### src/rtl/msx_slot_io_initiator_pkg.sv
// Shared types and constants for the MSX slot I/O initiator and its responder/bench.
package msx_slot_io_initiator_pkg;

    localparam int unsigned ADDR_W = 8;
    localparam int unsigned DATA_W = 8;
    localparam int unsigned TCNT_W = 4;
    localparam int unsigned WCNT_W = 8;

    // Bus cycle phases of one Z80 I/O cycle
    typedef enum logic [2:0] {
        ST_IDLE = 3'd0,
        ST_T1   = 3'd1,
        ST_T2   = 3'd2,
        ST_TW   = 3'd3,
        ST_T3   = 3'd4,
        ST_HOLD = 3'd5
    } bus_state_e;

    // Active levels of the slot control lines
    localparam logic IORQ_ACTIVE = 1'b0;
    localparam logic RD_ACTIVE   = 1'b0;
    localparam logic WR_ACTIVE   = 1'b0;
    localparam logic WAIT_ACTIVE = 1'b1;
    localparam logic INT_ACTIVE  = 1'b1;

    // Request payload as presented on the request handshake
    typedef struct packed {
        logic              write;
        logic [ADDR_W-1:0] addr;
        logic [DATA_W-1:0] wdata;
    } io_req_t;

    // Pin level for a strobe given whether it is asserted and its active level
    function automatic logic strobe_level(input logic asserted, input logic active);
        return asserted ? active : ~active;
    endfunction

endpackage

### src/rtl/msx_slot_io_initiator_if.sv
// Request/response handshake plus slot-side pins of the I/O initiator.
interface msx_slot_io_initiator_if;
    import msx_slot_io_initiator_pkg::*;

    logic              req_valid;
    logic              req_ready;
    logic              req_write;
    logic [ADDR_W-1:0] req_addr;
    logic [DATA_W-1:0] req_wdata;
    logic              resp_ack;
    logic [DATA_W-1:0] resp_rdata;
    logic              resp_timeout;
    logic              int_req;
    logic [ADDR_W-1:0] bus_a;
    logic [DATA_W-1:0] bus_d_out;
    logic              bus_d_oe;
    logic [DATA_W-1:0] bus_d_in;
    logic              bus_iorq_n;
    logic              bus_rd_n;
    logic              bus_wr_n;
    logic              bus_wait;
    logic              bus_int;

    // Initiator view
    modport master (
        input  req_valid, req_write, req_addr, req_wdata, bus_d_in, bus_wait, bus_int,
        output req_ready, resp_ack, resp_rdata, resp_timeout, int_req,
               bus_a, bus_d_out, bus_d_oe, bus_iorq_n, bus_rd_n, bus_wr_n
    );

    // Requester / target view
    modport slave (
        output req_valid, req_write, req_addr, req_wdata, bus_d_in, bus_wait, bus_int,
        input  req_ready, resp_ack, resp_rdata, resp_timeout, int_req,
               bus_a, bus_d_out, bus_d_oe, bus_iorq_n, bus_rd_n, bus_wr_n
    );

endinterface

### src/rtl/msx_slot_io_initiator_sync.sv
// Parameterised-width two-flop synchroniser with synchronous active-high reset.
module msx_slot_io_initiator_sync #(
    parameter int unsigned WIDTH = 1
) (
    input  logic             clk,
    input  logic             reset,
    input  logic [WIDTH-1:0] d_i,
    output logic [WIDTH-1:0] q_o
);

    logic [WIDTH-1:0] meta_q;
    logic [WIDTH-1:0] sync_q;

    // Two-stage capture of the asynchronous inputs
    always_ff @(posedge clk) begin
        if (reset) begin
            meta_q <= '0;
            sync_q <= '0;
        end else begin
            meta_q <= d_i;
            sync_q <= meta_q;
        end
    end

    assign q_o = sync_q;

endmodule

### src/rtl/msx_slot_io_initiator.sv
// MSX slot bus master issuing Z80-style IN/OUT cycles with WAIT support and INT sync.
module msx_slot_io_initiator
    import msx_slot_io_initiator_pkg::*;
#(
    parameter int unsigned TSTATE_CLKS = 7,
    parameter int unsigned WAIT_LIMIT  = 255
) (
    input  logic                    clk,
    input  logic                    reset,
    msx_slot_io_initiator_if.master bus_if
);

    localparam logic [TCNT_W-1:0] T_LOAD  = TCNT_W'(TSTATE_CLKS - 1);
    localparam logic [WCNT_W-1:0] W_LIMIT = WCNT_W'(WAIT_LIMIT);

    bus_state_e        state_q;
    logic [TCNT_W-1:0] tcnt_q;
    logic [WCNT_W-1:0] wcnt_q;
    logic              write_q;
    logic              ready_q;
    logic              ack_q;
    logic [DATA_W-1:0] rdata_q;
    logic              timeout_q;
    logic [ADDR_W-1:0] a_q;
    logic [DATA_W-1:0] dout_q;
    logic              doe_q;
    logic              iorq_n_q;
    logic              rd_n_q;
    logic              wr_n_q;

    io_req_t           req_in;
    logic [1:0]        async_in;
    logic [1:0]        synced;
    logic              wait_s;
    logic              t_last;

    assign req_in   = '{write: bus_if.req_write, addr: bus_if.req_addr, wdata: bus_if.req_wdata};
    assign async_in = {bus_if.bus_int, bus_if.bus_wait};
    assign wait_s   = (synced[0] == WAIT_ACTIVE);
    assign t_last   = (tcnt_q == '0);

    msx_slot_io_initiator_sync #(
        .WIDTH (2)
    ) u_sync (
        .clk   (clk),
        .reset (reset),
        .d_i   (async_in),
        .q_o   (synced)
    );

    // Cycle sequencer: T-state timer, wait counter and all registered bus/response outputs
    always_ff @(posedge clk) begin
        if (reset) begin
            state_q   <= ST_IDLE;
            tcnt_q    <= '0;
            wcnt_q    <= '0;
            write_q   <= 1'b0;
            ready_q   <= 1'b0;
            ack_q     <= 1'b0;
            rdata_q   <= '0;
            timeout_q <= 1'b0;
            a_q       <= '0;
            dout_q    <= '0;
            doe_q     <= 1'b0;
            iorq_n_q  <= strobe_level(1'b0, IORQ_ACTIVE);
            rd_n_q    <= strobe_level(1'b0, RD_ACTIVE);
            wr_n_q    <= strobe_level(1'b0, WR_ACTIVE);
        end else begin
            ack_q <= 1'b0;
            case (state_q)
                ST_IDLE: begin
                    if (bus_if.req_valid && ready_q) begin
                        write_q   <= req_in.write;
                        a_q       <= req_in.addr;
                        if (req_in.write) begin
                            dout_q <= req_in.wdata;
                        end
                        doe_q     <= req_in.write;
                        timeout_q <= 1'b0;
                        wcnt_q    <= '0;
                        tcnt_q    <= T_LOAD;
                        ready_q   <= 1'b0;
                        state_q   <= ST_T1;
                    end else begin
                        ready_q <= 1'b1;
                    end
                end
                ST_T1: begin
                    if (t_last) begin
                        tcnt_q   <= T_LOAD;
                        iorq_n_q <= strobe_level(1'b1, IORQ_ACTIVE);
                        rd_n_q   <= strobe_level(!write_q, RD_ACTIVE);
                        wr_n_q   <= strobe_level(write_q, WR_ACTIVE);
                        state_q  <= ST_T2;
                    end else begin
                        tcnt_q <= tcnt_q - TCNT_W'(1);
                    end
                end
                ST_T2: begin
                    if (t_last) begin
                        tcnt_q  <= T_LOAD;
                        state_q <= ST_TW;
                    end else begin
                        tcnt_q <= tcnt_q - TCNT_W'(1);
                    end
                end
                ST_TW: begin
                    if (t_last) begin
                        tcnt_q <= T_LOAD;
                        if (wait_s && (wcnt_q < W_LIMIT)) begin
                            wcnt_q <= wcnt_q + WCNT_W'(1);
                        end else begin
                            if (wait_s) begin
                                timeout_q <= 1'b1;
                            end
                            state_q <= ST_T3;
                        end
                    end else begin
                        tcnt_q <= tcnt_q - TCNT_W'(1);
                    end
                end
                ST_T3: begin
                    if (t_last) begin
                        if (!write_q) begin
                            rdata_q <= bus_if.bus_d_in;
                        end
                        iorq_n_q <= strobe_level(1'b0, IORQ_ACTIVE);
                        rd_n_q   <= strobe_level(1'b0, RD_ACTIVE);
                        wr_n_q   <= strobe_level(1'b0, WR_ACTIVE);
                        state_q  <= ST_HOLD;
                    end else begin
                        tcnt_q <= tcnt_q - TCNT_W'(1);
                    end
                end
                ST_HOLD: begin
                    doe_q   <= 1'b0;
                    ack_q   <= 1'b1;
                    ready_q <= 1'b1;
                    state_q <= ST_IDLE;
                end
                default: begin
                    state_q <= ST_IDLE;
                end
            endcase
        end
    end

    assign bus_if.req_ready    = ready_q;
    assign bus_if.resp_ack     = ack_q;
    assign bus_if.resp_rdata   = rdata_q;
    assign bus_if.resp_timeout = timeout_q;
    assign bus_if.int_req      = (synced[1] == INT_ACTIVE);
    assign bus_if.bus_a        = a_q;
    assign bus_if.bus_d_out    = dout_q;
    assign bus_if.bus_d_oe     = doe_q;
    assign bus_if.bus_iorq_n   = iorq_n_q;
    assign bus_if.bus_rd_n     = rd_n_q;
    assign bus_if.bus_wr_n     = wr_n_q;

endmodule

### src/flat_wrapper.sv
// flat-port wrapper written by rule: the top's interface ports become plain ports
module msx_slot_io_initiator_flat import msx_slot_io_initiator_pkg::*;
#(
    parameter int unsigned TSTATE_CLKS = 7,
    parameter int unsigned WAIT_LIMIT  = 255
)
  (clk, reset, bus_if_req_valid, bus_if_req_write, bus_if_req_addr, bus_if_req_wdata, bus_if_bus_d_in, bus_if_bus_wait, bus_if_bus_int, bus_if_req_ready, bus_if_resp_ack, bus_if_resp_rdata, bus_if_resp_timeout, bus_if_int_req, bus_if_bus_a, bus_if_bus_d_out, bus_if_bus_d_oe, bus_if_bus_iorq_n, bus_if_bus_rd_n, bus_if_bus_wr_n);
  msx_slot_io_initiator_if bus_if_i ();
  input  logic clk;
  input  logic reset;
  input wire logic [$bits(bus_if_i.req_valid)-1:0] bus_if_req_valid;
  input wire logic [$bits(bus_if_i.req_write)-1:0] bus_if_req_write;
  input wire logic [$bits(bus_if_i.req_addr)-1:0] bus_if_req_addr;
  input wire logic [$bits(bus_if_i.req_wdata)-1:0] bus_if_req_wdata;
  input wire logic [$bits(bus_if_i.bus_d_in)-1:0] bus_if_bus_d_in;
  input wire logic [$bits(bus_if_i.bus_wait)-1:0] bus_if_bus_wait;
  input wire logic [$bits(bus_if_i.bus_int)-1:0] bus_if_bus_int;
  output wire logic [$bits(bus_if_i.req_ready)-1:0] bus_if_req_ready;
  output wire logic [$bits(bus_if_i.resp_ack)-1:0] bus_if_resp_ack;
  output wire logic [$bits(bus_if_i.resp_rdata)-1:0] bus_if_resp_rdata;
  output wire logic [$bits(bus_if_i.resp_timeout)-1:0] bus_if_resp_timeout;
  output wire logic [$bits(bus_if_i.int_req)-1:0] bus_if_int_req;
  output wire logic [$bits(bus_if_i.bus_a)-1:0] bus_if_bus_a;
  output wire logic [$bits(bus_if_i.bus_d_out)-1:0] bus_if_bus_d_out;
  output wire logic [$bits(bus_if_i.bus_d_oe)-1:0] bus_if_bus_d_oe;
  output wire logic [$bits(bus_if_i.bus_iorq_n)-1:0] bus_if_bus_iorq_n;
  output wire logic [$bits(bus_if_i.bus_rd_n)-1:0] bus_if_bus_rd_n;
  output wire logic [$bits(bus_if_i.bus_wr_n)-1:0] bus_if_bus_wr_n;
  assign bus_if_i.req_valid = bus_if_req_valid;
  assign bus_if_i.req_write = bus_if_req_write;
  assign bus_if_i.req_addr = bus_if_req_addr;
  assign bus_if_i.req_wdata = bus_if_req_wdata;
  assign bus_if_i.bus_d_in = bus_if_bus_d_in;
  assign bus_if_i.bus_wait = bus_if_bus_wait;
  assign bus_if_i.bus_int = bus_if_bus_int;
  assign bus_if_req_ready = bus_if_i.req_ready;
  assign bus_if_resp_ack = bus_if_i.resp_ack;
  assign bus_if_resp_rdata = bus_if_i.resp_rdata;
  assign bus_if_resp_timeout = bus_if_i.resp_timeout;
  assign bus_if_int_req = bus_if_i.int_req;
  assign bus_if_bus_a = bus_if_i.bus_a;
  assign bus_if_bus_d_out = bus_if_i.bus_d_out;
  assign bus_if_bus_d_oe = bus_if_i.bus_d_oe;
  assign bus_if_bus_iorq_n = bus_if_i.bus_iorq_n;
  assign bus_if_bus_rd_n = bus_if_i.bus_rd_n;
  assign bus_if_bus_wr_n = bus_if_i.bus_wr_n;
  msx_slot_io_initiator #(.TSTATE_CLKS(TSTATE_CLKS), .WAIT_LIMIT(WAIT_LIMIT)) u_core (.clk(clk), .reset(reset), .bus_if(bus_if_i));
endmodule
### config.mk
export PLATFORM = sky130hd
export DESIGN_NAME = msx_slot_io_initiator_flat
export DESIGN_NICKNAME = d
export VERILOG_FILES = /design/src/rtl/msx_slot_io_initiator_pkg.sv /design/src/rtl/msx_slot_io_initiator_if.sv /design/src/rtl/msx_slot_io_initiator_sync.sv /design/src/rtl/msx_slot_io_initiator.sv /design/src/flat_wrapper.sv
export SDC_FILE = /design/constraint.sdc
export NUM_CORES = 1
export LEC_CHECK = 0
export ABC_AREA = 1
export BUFFER_PORTS_ARGS = -buffer_cell sky130_fd_sc_hd__buf_4
export CORE_UTILIZATION = 55
export CTS_CLUSTER_SIZE = 10
export DETAILED_ROUTE_END_ITERATION = 16
export HOLD_SLACK_MARGIN = 0.06
export PLACE_DENSITY = 0.86
export SYNTH_ARGS = -nofsm -noshare
export SYNTH_HDL_FRONTEND = slang
export SYNTH_HIERARCHICAL = 1
export SYNTH_SLANG_ARGS = --single-unit
export TNS_END_PERCENT = 5
### constraint.sdc
create_clock -name clk -period 3 [get_ports clk]
set_input_delay 0.15 -clock clk [delete_from_list [all_inputs] [get_ports clk]]
set_output_delay 0.15 -clock clk [all_outputs]
set_load 0.02 [all_outputs]
==> impl_metrics.yaml <==
drt:
  drc: 0
  wl_per_cell_um: 11.24
  vias: 2194
  viasPerCell: 5.032
  drtAntennaViolNets: 0
  dr.pass1.iters: 5
  drt_iter0_drc: 146
  wirelength_um: 4901
synth:
  synth_most_common_cell: "nor2_1"
  synth_cell_types: 26
  netlist.top_cell.by_area: "dfxtp_1"
  syn_area_per_cell_um2: 6.928
  syn_area_mm2: 0.002245
  synth-seq-cells: 51
  synthTopCellsByCount: "nor2_1, nand2_1, dfxtp_1, inv_1, o21ai_0"
  synth_top_area_share_pct: 45.48
  seq_area_frac_synth_pct: 45.48
  synth_edf_count: 0
  ys.flop_type: "dfxtp_1"
  syn_inst: 324
  ys_warn_count: 6
  synth_area_leaders: "dfxtp_1, nor2_1, nand2_1, o21ai_0, inv_1"
  synthArstFlopShare_pct: 0
  syn_nets: 356
sta:
  fin_ws_ns: 1.231
  rsz0062_at_grt: "no"
  fin_crit_ns: 1.769
  slew_headroom_pct: 71.32
  post-route-period-util_pct: 58.97
  timing.fmax_mhz: 565.3
  tightestPinTransition_ns: 0.4291
  fin_tns_setup_ns: 0
  drv_slew: 0
  setup-violations-final: 0
  clock_skew_ns: 0.005610
  hold_viol: 0
worst_hold_path:
  min_path_type: "in -> reg"
final_layout:
  fill_cells: 292
  finish.net_count: 419
  utilization_pct: 75.36
  insertedDiodeCount: 0
  synthToLayoutAreaGrowth_pct: 27.54
  drive_above_1_share_pct: 20.88
clock_network:
  clock_latency_ns: 0.30
  cts_sinks: 51
  cts_tree: "built"
  path_clk_slew_ns: 0.09
  post_cts_buffers: 0
  cts_root_buf: "clkbuf_8"
  h-tree-depth: 2
  cts_made_buffers: 5
  clockBufferDepth: 2
grt:
  grt_overflow: 0
  grt_pass1_wl_um: 8204
  grt_max_degree: 24
  grtUsageTotal_pct: 24.30
  grt_antenna_before_repair: 0
  grt_pass1_vias: 2002
power:
  power.share.switching_pct: 38.33
  powerDensity_mw_per_mm2: 810.2
  p_leak_nw: 1.334
  pwr-share-comb_pct: 39.1
  pwr-share-clk_pct: 21.0
  p_total_w: 0.002319
  vdd.ir_drop.worst_mv: 0.5340
  switchingPower_w: 0.0008891
  seqPwrFrac_pct: 39.9
  p_int_w: 0.001430
floorplanning:
  core.rowCount: 22
  die_w_um: 65.89
  ios: 62
  coreArea_mm2: 0.003799
  die_area_mm2: 0.004341
  die_h_um: 65.89
  start_util_pct: 59.09
critical_path:
  path_cells: "inv_2 -> nand4_2 -> nand2_2 -> nand2_1 -> inv_1 -> nor2_1 -> nor2_1"
  crit_type: "reg -> reg"
  cp_slowest_cell: "dfxtp_1"
  start_kind: "flip-flop"
  crit_family: "simple AND/OR/NAND/NOR gates"
  worst_path_most_repeated_cell: "nor2_1"
  end_kind: "flip-flop"
  crit_path_max_fanout: 19
  crit_path_max_incr_delay_ns: 0.39
  crit_buf_inv: 2
  worstPathRequired_ns: 3.25
  arrival_ns: 2.01
placed_design:
  globalplace.congestion: 0.8268
  io_buffers: 61
  post-place-ws_ns: 1.283
  dp_hpwl_um: 3459
outcome:
  outcome: "complete, no violations"
run:
  max_cap_viol_count: 0
==> flip-flops by register name (all words and copies together), names as in the netlist <==
register,flops
u_core/bus_if.resp_timeout,1
u_core/bus_if.resp_ack,1
u_core/bus_if.resp_rdata,8
u_core/u_sync/q_o,2
u_core/bus_if.req_ready,1
u_core/bus_if.bus_d_out,8
u_core/tcnt_q,4
u_core/wcnt_q,8
u_core/bus_if.bus_a,8
u_core/bus_if.bus_iorq_n,1
u_core/state_q,3
u_core/bus_if.bus_rd_n,1
u_core/bus_if.bus_d_oe,1
u_core/write_q,1
u_core/u_sync/meta_q,2
u_core/bus_if.bus_wr_n,1
==> repair_timing <==
item                      CTS  global route
resized for setup           0             0
hold buffers                2             0
hold endpoints to repair    2             0
==> worst paths after layout <==
kind / cells after the start / slack [ns] / start / end
worst max-delay path: 7 / 1.23 / u_core/state_q[2] / u_core/wcnt_q[7]
worst min-delay path: 3 / 0.07 / bus_if_bus_d_in[0] / u_core/bus_if.resp_rdata[0]
worst max register to register: 7 / 1.23 / u_core/state_q[2] / u_core/wcnt_q[7]
worst min register to register: 2 / 0.40 / u_core/u_sync/meta_q[0] / u_core/u_sync/q_o[0]
==> worst reg2reg max path, stage by stage (launching register included) <==
cell and delay (ns):
dfxtp_1 0.39, inv_2 0.17, nand4_2 0.39, nand2_2 0.36, nand2_1 0.15, inv_1 0.12
nor2_1 0.05, nor2_1 0.09
==> layer usage <==
metal | vias to the layer above | global-route usage, % | part of all wire, %
met5 | - | 0 | 0
met4 | 0 | 8.696 | 1.9
met3 | 10 | 7.069 | 5.3
met2 | 60 | 40.31 | 47
met1 | 978 | 29.58 | 46
li1 | 1146 | - | -
==> final cells by class <==
class | count | area, um2 | area share (%)
inverter | 42 | 160.2 | 5.594
multi-input combinational | 223 | 1018 | 35.58
sequential | 51 | 1021 | 35.66
clock inverter | 2 | 35.03 | 1.224
timing repair buffer | 64 | 485.5 | 16.96
tap | 48 | 60.06 | 2.098
clock buffer | 6 | 82.58 | 2.885
==> layout by cell type, fill, tap and decap left out <==
| master | n |
|---|---|
| dlygate4sd3_1 | 2 |
| nor2_4 | 2 |
| clkinv_1 | 1 |
| nor2_2 | 1 |
| inv_2 | 2 |
| nand4_1 | 4 |
| xor2_1 | 1 |
| o21ai_0 | 29 |
| dfxtp_1 | 51 |
| nor3b_1 | 1 |
| o22ai_1 | 2 |
| clkinv_2 | 1 |
| nand3_1 | 26 |
| nand2_1 | 66 |
| inv_1 | 38 |
| nand3_4 | 1 |
| nand3_2 | 1 |
| bufinv_16 | 1 |
| nor2_1 | 68 |
| nand2_2 | 2 |
| inv_4 | 1 |
| nand4_2 | 1 |
| a21oi_1 | 15 |
| buf_4 | 62 |
| clkbuf_8 | 6 |
| nor3_1 | 1 |
| ha_1 | 2 |
==> power by group through the flow <==
stage               clock network (W)  logic, W  registers, W
CTS                          0.000495  0.000906      0.000926
detailed placement                  0  0.000898      0.000940
global placement                    0  0.000886      0.000939
global route                 0.000527   0.00103      0.000944
finish                       0.000487  0.000907      0.000925
floorplan                           0  0.000548       0.00103
==> logic make-up (layout without fill, tap and decap cells) <==
group / count (synthesis) / after routing / synth area share [%]
AOI/OAI and AO/OA: 46 / 46 / 10.37
xor gates and xnor gates: 1 / 1 / 0.3903
adders and majority gates: 2 / 2 / 1.115
buffers and inverters: 50 / 114 / 9.142
DFF: 51 / 51 / 45.48
and+or+nand+nor: 174 / 174 / 33.50
==> through the flow <==
stage / hold WS, ns / instance area [um2] / instances
floorplan: 0.2212 / 2245 / 324
global placement: 0.3504 / 2725 / 426
detailed placement: 0.3584 / 2725 / 426
CTS: 0.06736 / 2863 / 436
global route: 0.08602 / 2863 / 436
finish: 0.07296 / 2863 / 436
No activity file was read; power rests on OpenSTA's default activity.
